<file path="config.mk">
export PLATFORM = sky130hd
export DESIGN_NAME = tsc_fetch_decode_ctrl
export DESIGN_NICKNAME = d
export VERILOG_FILES = /design/src/rtl/tsc_fetch_decode_ctrl.sv
export SDC_FILE = /design/constraint.sdc
export NUM_CORES = 1
export LEC_CHECK = 0
export ABC_AREA = 0
export CELL_PAD_IN_SITES_DETAIL_PLACEMENT = 1
export CELL_PAD_IN_SITES_GLOBAL_PLACEMENT = 1
export CORE_UTILIZATION = 34
export DETAILED_ROUTE_END_ITERATION = 6
export PLACE_DENSITY = 0.78
export SLEW_MARGIN = 20
export SYNTH_ARGS = -nofsm -noshare
export SYNTH_HDL_FRONTEND = slang
export SYNTH_SLANG_ARGS = --single-unit
</file>
<file path="constraint.sdc">
create_clock -name clk -period 2.7 [get_ports clk]
set_input_delay 0.54 -clock clk [delete_from_list [all_inputs] [get_ports clk]]
set_output_delay 0.54 -clock clk [all_outputs]
set_load 0.01 [all_outputs]
</file>
<file path="src/rtl/tsc_fetch_decode_ctrl.sv">
// Fetch/decode controller feeding the TSC 16-bit ALU: fetch handshake, IR, decode, PC, retire count.
// Optional: define TSC_JMP_EN to make JMP (opcode 9) legal instead of halting on it.
module tsc_fetch_decode_ctrl #(
  parameter int unsigned            WORD_SIZE = 16,
  parameter logic [WORD_SIZE-1:0]   RESET_PC  = '0
) (
  input  logic                 clk,
  input  logic                 reset_n,
  output logic                 readM,
  output logic [WORD_SIZE-1:0] address,
  input  logic [WORD_SIZE-1:0] data,
  input  logic                 inputReady,
  output logic [3:0]           alu_op,
  output logic                 alu_cin,
  output logic                 alu_src_imm,
  output logic [WORD_SIZE-1:0] imm_ext,
  output logic [1:0]           rs_addr,
  output logic [1:0]           rt_addr,
  output logic [1:0]           rd_addr,
  output logic                 reg_write,
  output logic                 wwd_valid,
  output logic [WORD_SIZE-1:0] num_inst,
  output logic                 halted
);

  localparam logic [1:0] StIdle  = 2'd0;
  localparam logic [1:0] StFetch = 2'd1;
  localparam logic [1:0] StExec  = 2'd2;
  localparam logic [1:0] StHalt  = 2'd3;

  logic [1:0]           state_q, state_d;
  logic [WORD_SIZE-1:0] pc_q, pc_d;
  logic [WORD_SIZE-1:0] ir_q, ir_d;
  logic [WORD_SIZE-1:0] num_inst_q, num_inst_d;

  logic [3:0] opcode;
  logic [5:0] func;
  logic       dec_legal;
  logic       dec_jmp;
  logic       dec_reg_write;
  logic       dec_wwd;

  assign opcode = ir_q[15:12];
  assign func   = ir_q[5:0];

  // Decode is purely a function of IR, so it stays stable while the next fetch is pending.
  always_comb begin
    dec_legal     = 1'b0;
    dec_jmp       = 1'b0;
    dec_reg_write = 1'b0;
    dec_wwd       = 1'b0;
    alu_op        = 4'b0000;
    alu_src_imm   = 1'b0;
    imm_ext       = '0;
    rd_addr       = 2'b00;
    rs_addr       = 2'b00;
    rt_addr       = 2'b00;
    case (opcode)
      4'd4: begin
        dec_legal     = 1'b1;
        alu_src_imm   = 1'b1;
        imm_ext       = {{(WORD_SIZE-8){ir_q[7]}}, ir_q[7:0]};
        rd_addr       = ir_q[9:8];
        dec_reg_write = 1'b1;
      end
      4'd6: begin
        dec_legal     = 1'b1;
        alu_op        = 4'b0001;
        alu_src_imm   = 1'b1;
        imm_ext       = {{(WORD_SIZE-8){1'b0}}, ir_q[7:0]};
        rd_addr       = ir_q[9:8];
        dec_reg_write = 1'b1;
      end
      4'd15: begin
        if (func == 6'd0) begin
          dec_legal     = 1'b1;
          rd_addr       = ir_q[7:6];
          dec_reg_write = 1'b1;
        end else if (func == 6'd28) begin
          dec_legal = 1'b1;
          alu_op    = 4'b0010;
          dec_wwd   = 1'b1;
        end
      end
`ifdef TSC_JMP_EN
      4'd9: begin
        dec_legal = 1'b1;
        dec_jmp   = 1'b1;
      end
`else
`endif
      default: ;
    endcase
    if (dec_legal) begin
      rs_addr = ir_q[11:10];
      rt_addr = ir_q[9:8];
    end
  end

  always_comb begin
    state_d    = state_q;
    pc_d       = pc_q;
    ir_d       = ir_q;
    num_inst_d = num_inst_q;
    case (state_q)
      StIdle: state_d = StFetch;
      StFetch: begin
        if (inputReady) begin
          ir_d    = data;
          state_d = StExec;
        end
      end
      StExec: begin
        if (dec_legal) begin
          pc_d       = dec_jmp ? {pc_q[WORD_SIZE-1:12], ir_q[11:0]} : pc_q + 1'b1;
          num_inst_d = num_inst_q + 1'b1;
          state_d    = StFetch;
        end else begin
          state_d = StHalt;
        end
      end
      default: state_d = StHalt;
    endcase
  end

  always_ff @(posedge clk or negedge reset_n) begin
    if (!reset_n) begin
      state_q    <= StIdle;
      pc_q       <= RESET_PC;
      ir_q       <= '0;
      num_inst_q <= '0;
    end else begin
      state_q    <= state_d;
      pc_q       <= pc_d;
      ir_q       <= ir_d;
      num_inst_q <= num_inst_d;
    end
  end

  assign readM     = (state_q == StFetch);
  assign address   = pc_q;
  assign alu_cin   = 1'b0;
  assign reg_write = (state_q == StExec) && dec_reg_write;
  assign wwd_valid = (state_q == StExec) && dec_wwd;
  assign num_inst  = num_inst_q;
  assign halted    = (state_q == StHalt);

endmodule

</file>
# ---- Yosys cells after proc, flatten, opt, wreduce, memory -nomap -nowiden
# Cells that the tools add are included.
dict set report word_totals {
  ff_bits 50
  inputBits 19
  output_inout_bits 64
  word_cells 40
}
dict set report op_classes {
  addsub 2
  n_eq_ne 8
  mux 19
  n_reduce_logical 7
}
# op n
set ops {}
lappend ops {{16-bit by 1-bit adder with 16-bit output (second input constant)} 2}
lappend ops {{16-bit one-hot mux with 2 select lines} 1}
lappend ops {{2-bit 2-to-1 mux} 7}
lappend ops {{4-bit by 3-bit equality test with 1-bit output (second input constant)} 2}
lappend ops {{4-bit one-hot mux with 2 select lines} 1}
lappend ops {{6-bit by 5-bit equality test with 1-bit output (second input constant)} 1}
lappend ops {{6-bit zero test} 1}
lappend ops {{1-bit 2-to-1 mux} 6}
lappend ops {{2-bit one-hot mux with 3 select lines} 1}
lappend ops {{2-bit equality test (second input constant)} 2}
lappend ops {{4-bit equality test (second input constant)} 1}
lappend ops {{1-bit one-hot mux with 2 select lines} 2}
lappend ops {{2-bit one-hot mux with 2 select lines} 1}
lappend ops {{2-bit AND reduction} 2}
lappend ops {{2-bit by 1-bit equality test with 1-bit output (second input constant)} 1}
lappend ops {{1-bit logical AND} 2}
lappend ops {{2-bit zero test} 1}
lappend ops {{2-bit by 1-bit inequality test with 1-bit output (second input constant)} 1}
lappend ops {{2-bit OR reduction} 1}

# ---- Longest topological paths before layout
dict set report logic_depth {
  ltp_word 6
  mapped_depth 6
  depth_no_buf 6
}

# ---- Worst setup path after synthesis
# OpenSTA, ideal clock, no wires.
dict set report synth_path {
  kind {register -> output}
  startpoint {register ir_q[12]}
  endpoint {output imm_ext[10]}
  t_arrival_ps 1714
  required_time_ps 2160
  path_slack_ps 446
  stages_incl_launch_ff 5
  cell_sequence {dfrtp_1 -> nor3b_2 -> and2_1 -> nor2b_1 -> buf_4}
}
dict set report synth_via {
  elab_chain_len 2
  word_cells_on_any_way 3
  cone_classes {eq/ne: 2; mux: 1}
}
# element line
set synth_rtl {}
lappend synth_rtl {{from (decl)} 33} ;# logic [WORD_SIZE-1:0] ir_q, ir_d;
lappend synth_rtl {{from (signal assigned)} 135} ;# ir_q <= ir_d;
lappend synth_rtl {{4-bit by 3-bit equality test with 1-bit output} 58} ;# case (opcode)
lappend synth_rtl {{16-bit one-hot mux with 2 select lines *} 58}
lappend synth_rtl {{to (decl)} 16} ;# output logic [WORD_SIZE-1:0] imm_ext,
# Every way passes the cells marked *; elsewhere a longest branch is shown, timed or not.

# ---- Final worst setup path
dict set report layout_path {
  startpoint {register ir_q[5]}
  endpoint {output alu_op[1]}
}
dict set report layout_via {
  elab_chain_len 4
  word_cells_on_any_way 5
  cone_classes {eq/ne: 1; mux: 3; reduce/logical: 1}
}
# element line
set layout_rtl {}
lappend layout_rtl {{6-bit by 5-bit equality test with 1-bit output} 79} ;# end else if (func == 6'd28) begin
lappend layout_rtl {{2-bit 2-to-1 mux} 79}
lappend layout_rtl {{2-bit 2-to-1 mux *} 75} ;# if (func == 6'd0) begin
lappend layout_rtl {{4-bit one-hot mux with 2 select lines *} 58}
lappend layout_rtl {{to (decl)} 13} ;# output logic [3:0] alu_op,
# Marked as above.

==> flow_metrics.py <==
metrics = {
    "die": {
        "chipHeight_um": 86.1,
        "ios": 83,
        "core_area_mm2": 0.00683,
        "initial_core_util": 0.352,
        "fp.dieArea_mm2": 0.00741,
        "rows": 30,
        "die_w_um": 86.1,
    },
    "worst_setup_path": {
        "ff2ff_setup_slack_ps": 570,
        "crit_type": "reg2out",
        "startpoint": "ir_q[5]",
        "end_kind": "output pin",
        "cp_max_fo": 3,
        "reg2reg_to": "num_inst[14]",
        "rr_worst_depth": 6,
        "r2r-start": "ir_q[2]",
        "cp.required_ps": 2160,
        "start_kind": "flop",
        "crit_arrival_ps": 2090,
    },
    "sta": {
        "drv_slew": 0,
        "rsz0062_at_grt": "false",
        "period_needed_ps": 2630,
        "fmax_ghz": 0.381,
        "setup_viol": 0,
        "slew_headroom": 0.505,
        "tightest_slew_ps": 741,
        "timing.final.crit_share": 0.973,
        "hold_viol": 0,
        "setup-tns-final_ps": 0,
        "clock-skew-final_ps": 14.7,
    },
    "synthesis": {
        "yosys.area.top_type": "dfrtp_1",
        "syn_avg_cell_area_um2": 11.0,
        "syn_inst": 219,
        "yosys_register_bits": 50,
        "synth_area_leaders": "dfrtp_1 52%, mux2_2 7.5%, xnor2_1 5.5%",
        "yosysTopAreaCellShare": 0.520,
        "synth_area_mm2": 0.00240,
        "synth_seq_area_share": 0.520,
        "synth_cell_types": 29,
        "yosys_warnings": 0,
    },
    "global_route": {
        "grt_usage": 0.173,
        "grt_pass1_wl_mm": 10.0,
        "grt_max_degree": 27,
        "grt_pass1_vias": 1924,
        "gr-total-overflow": 0,
        "antenna_found_initial": 0,
    },
    "place": {
        "place_congestion": 0.745,
        "placedCellCount": 385,
        "hpwl_mm": 4.55,
        "dpl_cell_area_mm2": 0.00325,
        "portBuffers": 79,
    },
    "route": {
        "drt_wl_total_mm": 6.13,
        "routed.top_layer": "met4",
        "ant_nets": 0,
        "m1WireLength_mm": 2.78,
        "drt_pass1_iterations": 4,
        "routed-wl-met3_um": 157,
        "vias": 1872,
        "viasPerCell": 4.72,
        "dr_wl_met2_mm": 3.16,
        "drt_iter0_drc": 64,
        "drc": 0,
        "wire_per_inst_um": 15.4,
    },
    "clock_tree": {
        "clk_latency_ps": 300,
        "clock_sinks": 50,
        "cts_root_buf": "clkbuf_8",
        "numCtsBuffers": 5,
        "h-tree-depth": 2,
        "clock_path_buffers": 2,
        "clk_pin_slew_ps": 100,
        "tritoncts": "built",
    },
    "final_layout": {
        "layout_commonest_cell": "clkdlybuf4s50_1",
        "final_cells": 397,
        "antenna_cells": 0,
        "nets": 321,
        "drive_above_1_share": 0.143,
        "mostFrequentLayoutCells": "70 x clkdlybuf4s50_1, 50 x dfrtp_1, 21 x nand2_1",
        "areaGrowthSynthToFinish_pct": 40.5,
        "final_area_mm2": 0.00338,
    },
    "power_and_ir_drop": {
        "ir_drop_mv": 0.245,
        "p_total_mw": 1.26,
        "leakage_nw": 1.53,
        "powerDensity_mw_per_mm2": 373,
    },
    "worst_hold_path": {
        "min_path_type": "in2async",
    },
    "run_status": {
        "status": "completed",
    },
    "flow_run": {
        "max-cap-violations": 0,
    },
}
Yosys cell counts (all sizes together):
cell	n
nor3b	1
mux2	16
nor2b	3
xnor2	15
nand2b	1
buf	12
a22o	2
or2	2
ha	2
dfrtp	50
a211oi	1
and2	14
or3	2
nand3	13
inv	1
nand4	12
conb	1
nor4	6
o21a	1
clkbuf	3
nand2	21
xor2	15
nor2	14
o21ai	2
nor3	9
worst max-delay path, stage by stage, from the launching register on:
cell	delay (ps)
dfrtp_1	400
or3_4	410
or2_2	330
nor2_1	110
clkdlybuf4s50_1	540
layer usage:
layer,vias up,global-route usage
li1,891,-
met1,947,0.238
met2,32,0.292
met3,2,0.0231
met4,0,0.0318
met5,-,0
what timing repair did:
action / CTS / global route
pin swaps: 3 / 1
setup endpoints to repair: 8 / 9
buffers inserted: 4 / 0
gates cloned: 0 / 0
resized for setup: 15 / 1
hold buffers: 0 / 0
flip-flops by register name (all words and copies together) (netlist names):
signal and cells:
address 16, ir_q 16, num_inst 16, state_q 2
logic make-up (layout without fill, tap and decap cells):
family	Yosys count	after routing	share of synthesized area
xor+xnor	30	30	0.109
buf+inv	16	96	0.0442
mux	16	16	0.0749
other cells	1	3	0.00156
fa+ha+maj	2	2	0.0104
flops	50	50	0.520
simple gates	98	98	0.212
compound gates	6	6	0.0276
power by group:
part,switching (mW),internal (mW)
combinational,0.0202,0.0238
sequential,0,0.748
clock,0.257,0.212
total,0.277,0.983
through the flow:
stage / hold slack (ps) / worst slack [ps] / utilization
after floorplan: 244 / 446 / -
after global placement: 455 / 174 / 0.475
after detailed placement: 477 / 138 / 0.475
after CTS: 250 / 12.8 / 0.494
after global routing: 261 / 3.93 / 0.495
final: 227 / 74.0 / 0.495
worst max path at each step:
stage / to / slack (ps) / depth (start not counted)
after floorplan: imm_ext[10] / 450 / 4
after global placement: reg_write / 170 / 6
after detailed placement: reg_write / 140 / 6
after CTS: imm_ext[13] / 10 / 4
after global routing: rs_addr[0] / 4 / 6
final: alu_op[1] / 70 / 4
layout make-up:
class	count	area, µm²
clock buffer	6	82.6
clock inverter	2	17.5
fill	779	3450
inverter	1	3.75
multi-input combinational	155	1070
sequential	50	1250
tap	96	120
timing repair buffer	87	832
No activity file was read; power rests on OpenSTA's default activity.
